**src/rtl/memory_stage.sv**
```systemverilog
`default_nettype none
// ============================================================================
//  Module   : memory_stage
//  Purpose  : Pipeline MEM stage. Accepts one payload from execute, performs
//             byte-lane-steered loads/stores over a req/gnt/rvalid port and
//             presents a registered, handshaked result to writeback.
//  Revision : 1.0  initial release
// ============================================================================
`ifndef CONTROL_BIT
`define CONTROL_BIT 8
`endif

module memory_stage #(
    parameter int          CONTROL_W = `CONTROL_BIT,
    parameter logic [31:0] NOP_INSTR = 32'h0000_0013
) (
    input  logic                 clk_i,
    input  logic                 rst_i,
    input  logic                 exe_valid_i,
    input  logic [31:0]          exe_instr_i,
    input  logic [CONTROL_W-1:0] exe_control_i,
    input  logic [31:0]          exe_aluResult_i,
    input  logic [31:0]          exe_data_i,
    input  logic [4:0]           exe_rd_addr_i,
    input  logic [31:0]          exe_pcplus_i,
    output logic                 exe_ready_o,
    output logic                 dmem_req_o,
    output logic                 dmem_we_o,
    output logic [31:0]          dmem_addr_o,
    output logic [3:0]           dmem_be_o,
    output logic [31:0]          dmem_wdata_o,
    input  logic                 dmem_gnt_i,
    input  logic                 dmem_rvalid_i,
    input  logic [31:0]          dmem_rdata_i,
    output logic                 wb_valid_o,
    output logic [31:0]          wb_instr_o,
    output logic [CONTROL_W-1:0] wb_control_o,
    output logic [31:0]          wb_result_o,
    output logic [4:0]           wb_rd_addr_o,
    output logic [31:0]          wb_pcplus_o,
    output logic                 wb_misalign_o,
    input  logic                 wb_ready_i
);

    typedef enum logic [1:0] {IDLE = 2'd0, REQ = 2'd1, WAIT = 2'd2} state_t;

    localparam logic [6:0] OP_LOAD  = 7'b0000011;
    localparam logic [6:0] OP_STORE = 7'b0100011;

    // funct3[1:0] encodes access size: 00 byte, 01 half, 10 word
    function automatic logic [3:0] lanes(input logic [1:0] size, input logic [1:0] off);
        case (size)
            2'b00:   lanes = 4'b0001 << off;
            2'b01:   lanes = 4'b0011 << off;
            default: lanes = 4'b1111;
        endcase
    endfunction

    state_t                 state_q, state_d;
    logic [31:0]            acc_instr_q, acc_instr_d;
    logic [CONTROL_W-1:0]   acc_control_q, acc_control_d;
    logic [31:0]            acc_addr_q, acc_addr_d;
    logic [31:0]            acc_data_q, acc_data_d;
    logic [4:0]             acc_rd_q, acc_rd_d;
    logic [31:0]            acc_pcplus_q, acc_pcplus_d;
    logic                   wb_valid_q, wb_valid_d;
    logic [31:0]            wb_instr_q, wb_instr_d;
    logic [CONTROL_W-1:0]   wb_control_q, wb_control_d;
    logic [31:0]            wb_result_q, wb_result_d;
    logic [4:0]             wb_rd_q, wb_rd_d;
    logic [31:0]            wb_pcplus_q, wb_pcplus_d;
    logic                   wb_misalign_q, wb_misalign_d;

    // Incoming payload decode
    logic [2:0] in_f3;
    logic [1:0] in_off;
    logic       in_is_load, in_is_store, in_is_mem, in_legal, in_mis, in_access_ok, xfer;
    // Latched access decode
    logic [2:0] acc_f3;
    logic [1:0] acc_off;
    logic       acc_store;
    logic [7:0] ld_byte;
    logic [15:0] ld_half;
    logic [31:0] ld_data;

    assign in_f3        = exe_instr_i[14:12];
    assign in_off       = exe_aluResult_i[1:0];
    assign in_is_load   = (exe_instr_i[6:0] == OP_LOAD);
    assign in_is_store  = (exe_instr_i[6:0] == OP_STORE);
    assign in_is_mem    = in_is_load || in_is_store;
    assign in_legal     = in_is_load  ? (in_f3 != 3'b011 && in_f3 != 3'b110 && in_f3 != 3'b111)
                        : in_is_store ? (in_f3[2] == 1'b0 && in_f3[1:0] != 2'b11)
                        : 1'b0;
    assign in_mis       = (in_f3[1:0] == 2'b01) ? in_off[0]
                        : (in_f3[1:0] == 2'b10) ? (in_off != 2'b00)
                        : 1'b0;
    assign in_access_ok = in_legal && !in_mis;

    assign exe_ready_o  = (state_q == IDLE) && (!wb_valid_q || wb_ready_i);
    assign xfer         = exe_valid_i && exe_ready_o;

    assign acc_f3    = acc_instr_q[14:12];
    assign acc_off   = acc_addr_q[1:0];
    assign acc_store = (acc_instr_q[6:0] == OP_STORE);

    // Memory port is only driven while a request is outstanding
    assign dmem_req_o   = (state_q == REQ);
    assign dmem_we_o    = dmem_req_o && acc_store;
    assign dmem_addr_o  = dmem_req_o ? {acc_addr_q[31:2], 2'b00} : 32'd0;
    assign dmem_be_o    = dmem_req_o ? lanes(acc_f3[1:0], acc_off) : 4'd0;
    assign dmem_wdata_o = !dmem_we_o              ? 32'd0
                        : (acc_f3[1:0] == 2'b00)  ? {4{acc_data_q[7:0]}}
                        : (acc_f3[1:0] == 2'b01)  ? {2{acc_data_q[15:0]}}
                        : acc_data_q;

    // Load data extraction; halfword accesses are aligned so off[1] picks the half
    assign ld_byte = dmem_rdata_i[{acc_off, 3'b000} +: 8];
    assign ld_half = dmem_rdata_i[{acc_off[1], 4'b0000} +: 16];
    always_comb begin
        case (acc_f3)
            3'b000:  ld_data = {{24{ld_byte[7]}}, ld_byte};
            3'b001:  ld_data = {{16{ld_half[15]}}, ld_half};
            3'b100:  ld_data = {24'd0, ld_byte};
            3'b101:  ld_data = {16'd0, ld_half};
            default: ld_data = dmem_rdata_i;
        endcase
    end

    // Next-state logic for the FSM, access latch and writeback register
    always_comb begin
        state_d       = state_q;
        acc_instr_d   = acc_instr_q;
        acc_control_d = acc_control_q;
        acc_addr_d    = acc_addr_q;
        acc_data_d    = acc_data_q;
        acc_rd_d      = acc_rd_q;
        acc_pcplus_d  = acc_pcplus_q;
        wb_valid_d    = wb_valid_q && !wb_ready_i;
        wb_instr_d    = wb_instr_q;
        wb_control_d  = wb_control_q;
        wb_result_d   = wb_result_q;
        wb_rd_d       = wb_rd_q;
        wb_pcplus_d   = wb_pcplus_q;
        wb_misalign_d = wb_misalign_q;
        case (state_q)
            IDLE: begin
                if (xfer && in_access_ok) begin
                    state_d       = REQ;
                    acc_instr_d   = exe_instr_i;
                    acc_control_d = exe_control_i;
                    acc_addr_d    = exe_aluResult_i;
                    acc_data_d    = exe_data_i;
                    acc_rd_d      = exe_rd_addr_i;
                    acc_pcplus_d  = exe_pcplus_i;
                end else if (xfer) begin
                    wb_valid_d    = 1'b1;
                    wb_instr_d    = exe_instr_i;
                    wb_control_d  = exe_control_i;
                    wb_result_d   = exe_aluResult_i;
                    wb_rd_d       = exe_rd_addr_i;
                    wb_pcplus_d   = exe_pcplus_i;
                    wb_misalign_d = in_is_mem;
                end
            end
            REQ: begin
                if (dmem_gnt_i) begin
                    state_d = acc_store ? IDLE : WAIT;
                    if (acc_store) begin
                        wb_valid_d    = 1'b1;
                        wb_instr_d    = acc_instr_q;
                        wb_control_d  = acc_control_q;
                        wb_result_d   = acc_addr_q;
                        wb_rd_d       = acc_rd_q;
                        wb_pcplus_d   = acc_pcplus_q;
                        wb_misalign_d = 1'b0;
                    end
                end
            end
            WAIT: begin
                if (dmem_rvalid_i) begin
                    state_d       = IDLE;
                    wb_valid_d    = 1'b1;
                    wb_instr_d    = acc_instr_q;
                    wb_control_d  = acc_control_q;
                    wb_result_d   = ld_data;
                    wb_rd_d       = acc_rd_q;
                    wb_pcplus_d   = acc_pcplus_q;
                    wb_misalign_d = 1'b0;
                end
            end
            default: state_d = IDLE;
        endcase
    end

    // State and data registers with synchronous reset
    always_ff @(posedge clk_i) begin
        if (rst_i) begin
            state_q       <= IDLE;
            acc_instr_q   <= 32'd0;
            acc_control_q <= '0;
            acc_addr_q    <= 32'd0;
            acc_data_q    <= 32'd0;
            acc_rd_q      <= 5'd0;
            acc_pcplus_q  <= 32'd0;
            wb_valid_q    <= 1'b0;
            wb_instr_q    <= NOP_INSTR;
            wb_control_q  <= '0;
            wb_result_q   <= 32'd0;
            wb_rd_q       <= 5'd0;
            wb_pcplus_q   <= 32'd0;
            wb_misalign_q <= 1'b0;
        end else begin
            state_q       <= state_d;
            acc_instr_q   <= acc_instr_d;
            acc_control_q <= acc_control_d;
            acc_addr_q    <= acc_addr_d;
            acc_data_q    <= acc_data_d;
            acc_rd_q      <= acc_rd_d;
            acc_pcplus_q  <= acc_pcplus_d;
            wb_valid_q    <= wb_valid_d;
            wb_instr_q    <= wb_instr_d;
            wb_control_q  <= wb_control_d;
            wb_result_q   <= wb_result_d;
            wb_rd_q       <= wb_rd_d;
            wb_pcplus_q   <= wb_pcplus_d;
            wb_misalign_q <= wb_misalign_d;
        end
    end

    assign wb_valid_o    = wb_valid_q;
    assign wb_instr_o    = wb_instr_q;
    assign wb_control_o  = wb_control_q;
    assign wb_result_o   = wb_result_q;
    assign wb_rd_addr_o  = wb_rd_q;
    assign wb_pcplus_o   = wb_pcplus_q;
    assign wb_misalign_o = wb_misalign_q;

endmodule

`default_nettype wire

```
**config.mk**
```make
export PLATFORM = sky130hd
export DESIGN_NAME = memory_stage
export DESIGN_NICKNAME = d
export VERILOG_FILES = /design/src/rtl/memory_stage.sv
export SDC_FILE = /design/constraint.sdc
export NUM_CORES = 1
export LEC_CHECK = 0
export ABC_AREA = 1
export CAP_MARGIN = 25
export CELL_PAD_IN_SITES_DETAIL_PLACEMENT = 0
export CELL_PAD_IN_SITES_GLOBAL_PLACEMENT = 2
export CORE_AREA = 4 4 215 217
export CTS_BUF_LIST = sky130_fd_sc_hd__clkbuf_8
export DETAILED_ROUTE_END_ITERATION = 10
export DIE_AREA = 0 0 219 221
export GPL_ROUTABILITY_DRIVEN = 0
export PLACE_DENSITY = 0.95
export SYNTH_ARGS = -nofsm -noshare
export SYNTH_HDL_FRONTEND = slang
export SYNTH_SLANG_ARGS = --single-unit
```
**constraint.sdc**
```tcl
create_clock -name clk_i -period 5.2 [get_ports clk_i]
set_input_delay 1.56 -clock clk_i [delete_from_list [all_inputs] [get_ports clk_i]]
set_output_delay 1.56 -clock clk_i [all_outputs]
set_load 0.01 [all_outputs]
```
# [Yosys cells after proc, flatten, opt, wreduce, memory -nomap -nowiden]
# Index checks and enable logic that the tools add are counted.
[word_totals] word_cells=120 input_bits=179 ff_bits=254
[classes] reduce_logical=22 n_bitwise=1 eq_ne=21 n_mux=58 shifts=4
[op_table] operator="$mux 32" count=19
[op_table] operator="$pmux 32 s3" count=3
[op_table] operator="$pmux 32 s4" count=1
[op_table] operator="$mux 8" count=5
[op_table] operator="$shiftx 32x6->16" count=1
[op_table] operator="$shiftx 32x6->8" count=1
[op_table] operator="$mux 5" count=5
[op_table] operator="$pmux 8 s3" count=1
[op_table] operator="$pmux 5 s3" count=1
[op_table] operator="$eq 7x6->1 const B" count=2
[op_table] operator="$mux 1" count=14
[op_table] operator="$logic_and 1x1->1" count=9
[op_table] operator="$mux 2" count=4
[op_table] operator="$ne 2x2->1 const B" count=4
[op_table] operator="$pmux 4 s2" count=1
[op_table] operator="$eq 7x2->1 const B" count=1
[op_table] operator="$eq 2x1->1 const B" count=3
[op_table] operator="$eq 3x3->1 const B" count=2
[op_table] operator="$ne 2x1->1 const B" count=3
[op_table] operator="$ne 3x3->1 const B" count=2
[op_table] operator="$pmux 1 s3" count=2
[op_table] operator="$pmux 2 s3" count=1
[op_table] operator="$reduce_and 6->1" count=1
[op_table] operator="$eq 2x2->1 const B" count=2
[op_table] operator="other kinds (14)" count=18

# [Longest topological paths before layout]
[depth] depth_word=8 mapped_depth=14

# [Least setup slack after synthesis]
# OpenSTA, ideal clock, no wires.
[synth_path] path_kind="input-to-output" from="input wb_ready_i" to="output exe_ready_o" setup_slack_ns=1.800 t_required_ns=3.640 path_stages=2 t_arrival_ns=1.840 path_buffers=0 cell_sequence="nor2_2 -> nor2_1"
[synth_between] elab_chain_cells=2
[synth_lines] element="start: declaration" line_no="42" text="input logic wb_ready_i"
[synth_lines] element="$logic_or 1x1->1" line_no="99" text="assign exe_ready_o = (state_q == IDLE) && (!wb_valid_q || wb_ready_i);"
[synth_lines] element="$logic_and 1x1->1" line_no="99"
[synth_lines] element="end: declaration" line_no="26" text="output logic exe_ready_o,"
# No other way between the ends.

# [Worst setup path after layout]
[layout_path] from="register acc_instr_q[13]" to="output dmem_wdata_o[24]"
[layout_between] elab_chain_cells=4 word_cells_on_any_way=5 classes_between="eq/ne (1); mux (3); reduce/logical (1)"
[layout_lines] element="start: declaration" line_no="60" text="logic [31:0] acc_instr_q, acc_instr_d;"
[layout_lines] element="start signal: assignment" line_no="214" text="acc_instr_q <= acc_instr_d;"
[layout_lines] element="$eq 2x1->1" line_no="113" text=": (acc_f3[1:0] == 2'b01) ? {2{acc_data_q[15:0]}}"
[layout_lines] element="$mux 32" line_no="113"
[layout_lines] element="$mux 32 (*)" line_no="112" text=": (acc_f3[1:0] == 2'b00) ? {4{acc_data_q[7:0]}}"
[layout_lines] element="$mux 32 (*)" line_no="111" text="assign dmem_wdata_o = !dmem_we_o ? 32'd0"
[layout_lines] element="end: declaration" line_no="31" text="output logic [31:0] dmem_wdata_o,"
# Every way passes the cells marked *; elsewhere a longest branch is shown, timed or not.

==> run summary <==
Tot GR Track Use - 18.1%
Unique masters post-synth - 29
Crit. Startpoint - acc_instr_q[13]
Worst Max-Slew Pin Slew - 945 ps
CP required - 3640 ps
Syn. warnings - 0
share of cells above drive strength 1 - 5.10%
Seq/Total Area, Yosys - 42.8%
H-tree level count - 2
arrival time worst endpoint - 2980 ps
final setup violating endpoints - 0
Startpoint Class - flip-flop
period utilisation layout - 87.3%
Die ar. - 48400 µm²
commonest non-fill, non-tap cell in the layout - nand2_1
DR iter-0 viols - 810
Max-Cap Viols - 0
Tot Pwr - 0.00820 W
most frequent CP cell - inv_2
WL/cell - 16.7 µm
cell count after synthesis - 1823
chip width - 219 µm
end point of the critical path - dmem_wdata_o[24]
Leak - 7.45 nW
core footprint - 44100 µm²
flop2flop setup slack - 2560 ps
Final Hold Viols - 0
outcome - completed
Clk pin slew, worst setup/hold paths - 60 ps
layout net count - 2304
P&R area growth vs syn - 41.0%
Crit. End Element - output port
Rows - 77
Hold Slack - 474 ps
clock latency at the later pin of the worst-skew pair - 610 ps
first-pass GRT wire length - 70100 µm
synthesized area per cell - 6.52 µm²
RSZ-0062 raised after global routing - false
Post-CTS Resized - 0
DRT Pass-1 Iters - 7
worst reg2reg path depth - 9
crit path kind - reg -> out
CTS tree - built
Max Clock Freq - 0.220 GHz
clk buf depth - 3
Synth Cell Area - 11900 µm²
Hold Crit Class - reg -> reg
RR Endpoint - wb_result_o[31]
top cells by area, synth - dfxtp_1, nand2_1, nor2_1
post-synth top area cell - dfxtp_1
reg2reg start - acc_instr_q[13]
DIE HEIGHT - 221 µm
Worst VDD drop - 0.444 mV
DR WL met2 - 21000 µm
setup TNS - 0 ps
Rel. slew slack - 36.9%
vias per cell - 4.55
PD cells - 490 nW/µm²
vias in the first global route - 12096
initial cell density of the core - 26.9%
Met1 Routed Length - 20400 µm
max-slew violations - 0
crit path max fanout - 22
diodes inserted - 0
crit path time final - 4540 ps
I/O Pins - 361
setup bufs post-CTS - 0
input/output buffers - 358
grt total ovfl - 0
clock skew - 21.0 ps
CTS root buf - clkbuf_8
Final ANT Viol Nets - 0
area share of the largest cell type after synthesis - 42.8%
most frequent cells in the layout - nand2_1, nor2_1, clkdlybuf4s50_1
DR top layer - met4
Slowest Stage Delay on Critical Path - 680 ps
CTS Buf Count - 47
antenna violations before repair - 0
met3 wire length - 3340 µm
drt total wl - 45800 µm
DRC - 0
Post-DP HPWL - 30500 µm
TritonCTS Sinks - 254
Worst path slowest cell - dfxtp_1
critical-path cell list - inv_2 > nand2_1 > inv_2 > a221oi_1 > nor2_1 > clkdlybuf4s50_1
#FFs+latches synth - 254
largest net degree at the start of global routing - 111
cts hold-fix bufs - 0
DR vias - 12506
==> cell type report <==
cell class                 count  area (µm²)
inverter                     167         637
multi-input combinational   1274        5560
fill                        4834       27400
clock inverter                24         110
sequential                   254        5080
tap                          592         741
timing repair buffer         376        3790
clock buffer                  60         826
==> cell usage after synthesis <==
cell type / n
dfxtp_1: 254
o211ai_1: 5
buf_4: 2
nand3_2: 3
buf_1: 13
o21ai_0: 250
a211oi_1: 12
buf_6: 13
inv_2: 9
nor3_1: 3
clkbuf_1: 62
nor2_2: 4
nor3b_2: 1
nand4_1: 1
nand2_2: 1
nand3_1: 46
a221oi_1: 3
buf_2: 39
a22oi_1: 5
nand2_1: 393
nor3b_1: 1
inv_1: 157
o21ai_1: 12
nor2_1: 388
o22ai_1: 1
ha_1: 5
a21oi_1: 138
conb_1: 1
clkinv_1: 1
==> through the flow <==
stage                     area, µm²  cells  setup WS [ps]  util [%]
after floorplan               11900   1824           1800         -
after global placement        15800   2663            807      35.9
after detailed placement      15800   2663            844      35.9
after CTS                     16800   2747            580      38.0
after global routing          16800   2747            440      38.0
final                         16800   2747            660      38.0
==> sequential cells by signal (all words and copies together) (netlist names), 2 cells and up <==
signal and flops:
acc_instr_q 32, wb_result_o 32, wb_instr_o 32, acc_addr_q 32, acc_rd_q 5, acc_pcplus_q 32
state_q 2, acc_control_q 8, wb_rd_addr_o 5, wb_control_o 8, acc_data_q 32, wb_pcplus_o 32
==> critical path, delay by kind of cell (launching register included) <==
family                 cells  cell delay, ps
AOI/OAI and AO/OA          1             320
buffers and inverters      3            1060
DFF                        1             680
and+or+nand+nor            2             310
==> logic make-up (layout without fill, tap and decap cells) <==
logic type / Yosys count / count (layout) / synth area share [%]
AOI/OAI and AO/OA: 426 / 426 / 18.5
adders and majority gates: 5 / 5 / 0.527
buffers and inverters: 296 / 627 / 10.6
DFF: 254 / 254 / 42.8
other: 1 / 2 / 0.0316
and+or+nand+nor: 841 / 841 / 27.5
==> worst min-delay path by stage <==
stage	from	endpoint	slack (ps)	cells past startpoint
floorplan	acc_instr_q[1]	acc_instr_q[1]	450	2
global placement	acc_instr_q[4]	acc_instr_q[4]	460	2
CTS	acc_instr_q[4]	acc_instr_q[4]	480	2
detailed placement	wb_instr_o[1]	wb_instr_o[1]	460	2
global route	wb_instr_o[20]	wb_instr_o[20]	500	2
finish	acc_instr_q[4]	acc_instr_q[4]	470	2
==> per-layer routing <==
metal,vias to the layer above,GRT usage (%)
met5,-,0
met4,0,5.20
met3,65,5.45
met2,350,29.2
met1,5741,23.6
li1,6350,-
==> where the power goes <==
| part | switching (W) | internal [W] |
|---|---|---|
| clock network | 0.000890 | 0.00104 |
| registers | 0.000223 | 0.00237 |
| logic | 0.00221 | 0.00147 |
| total | 0.00333 | 0.00488 |
(Power assumes the default switching activity.)
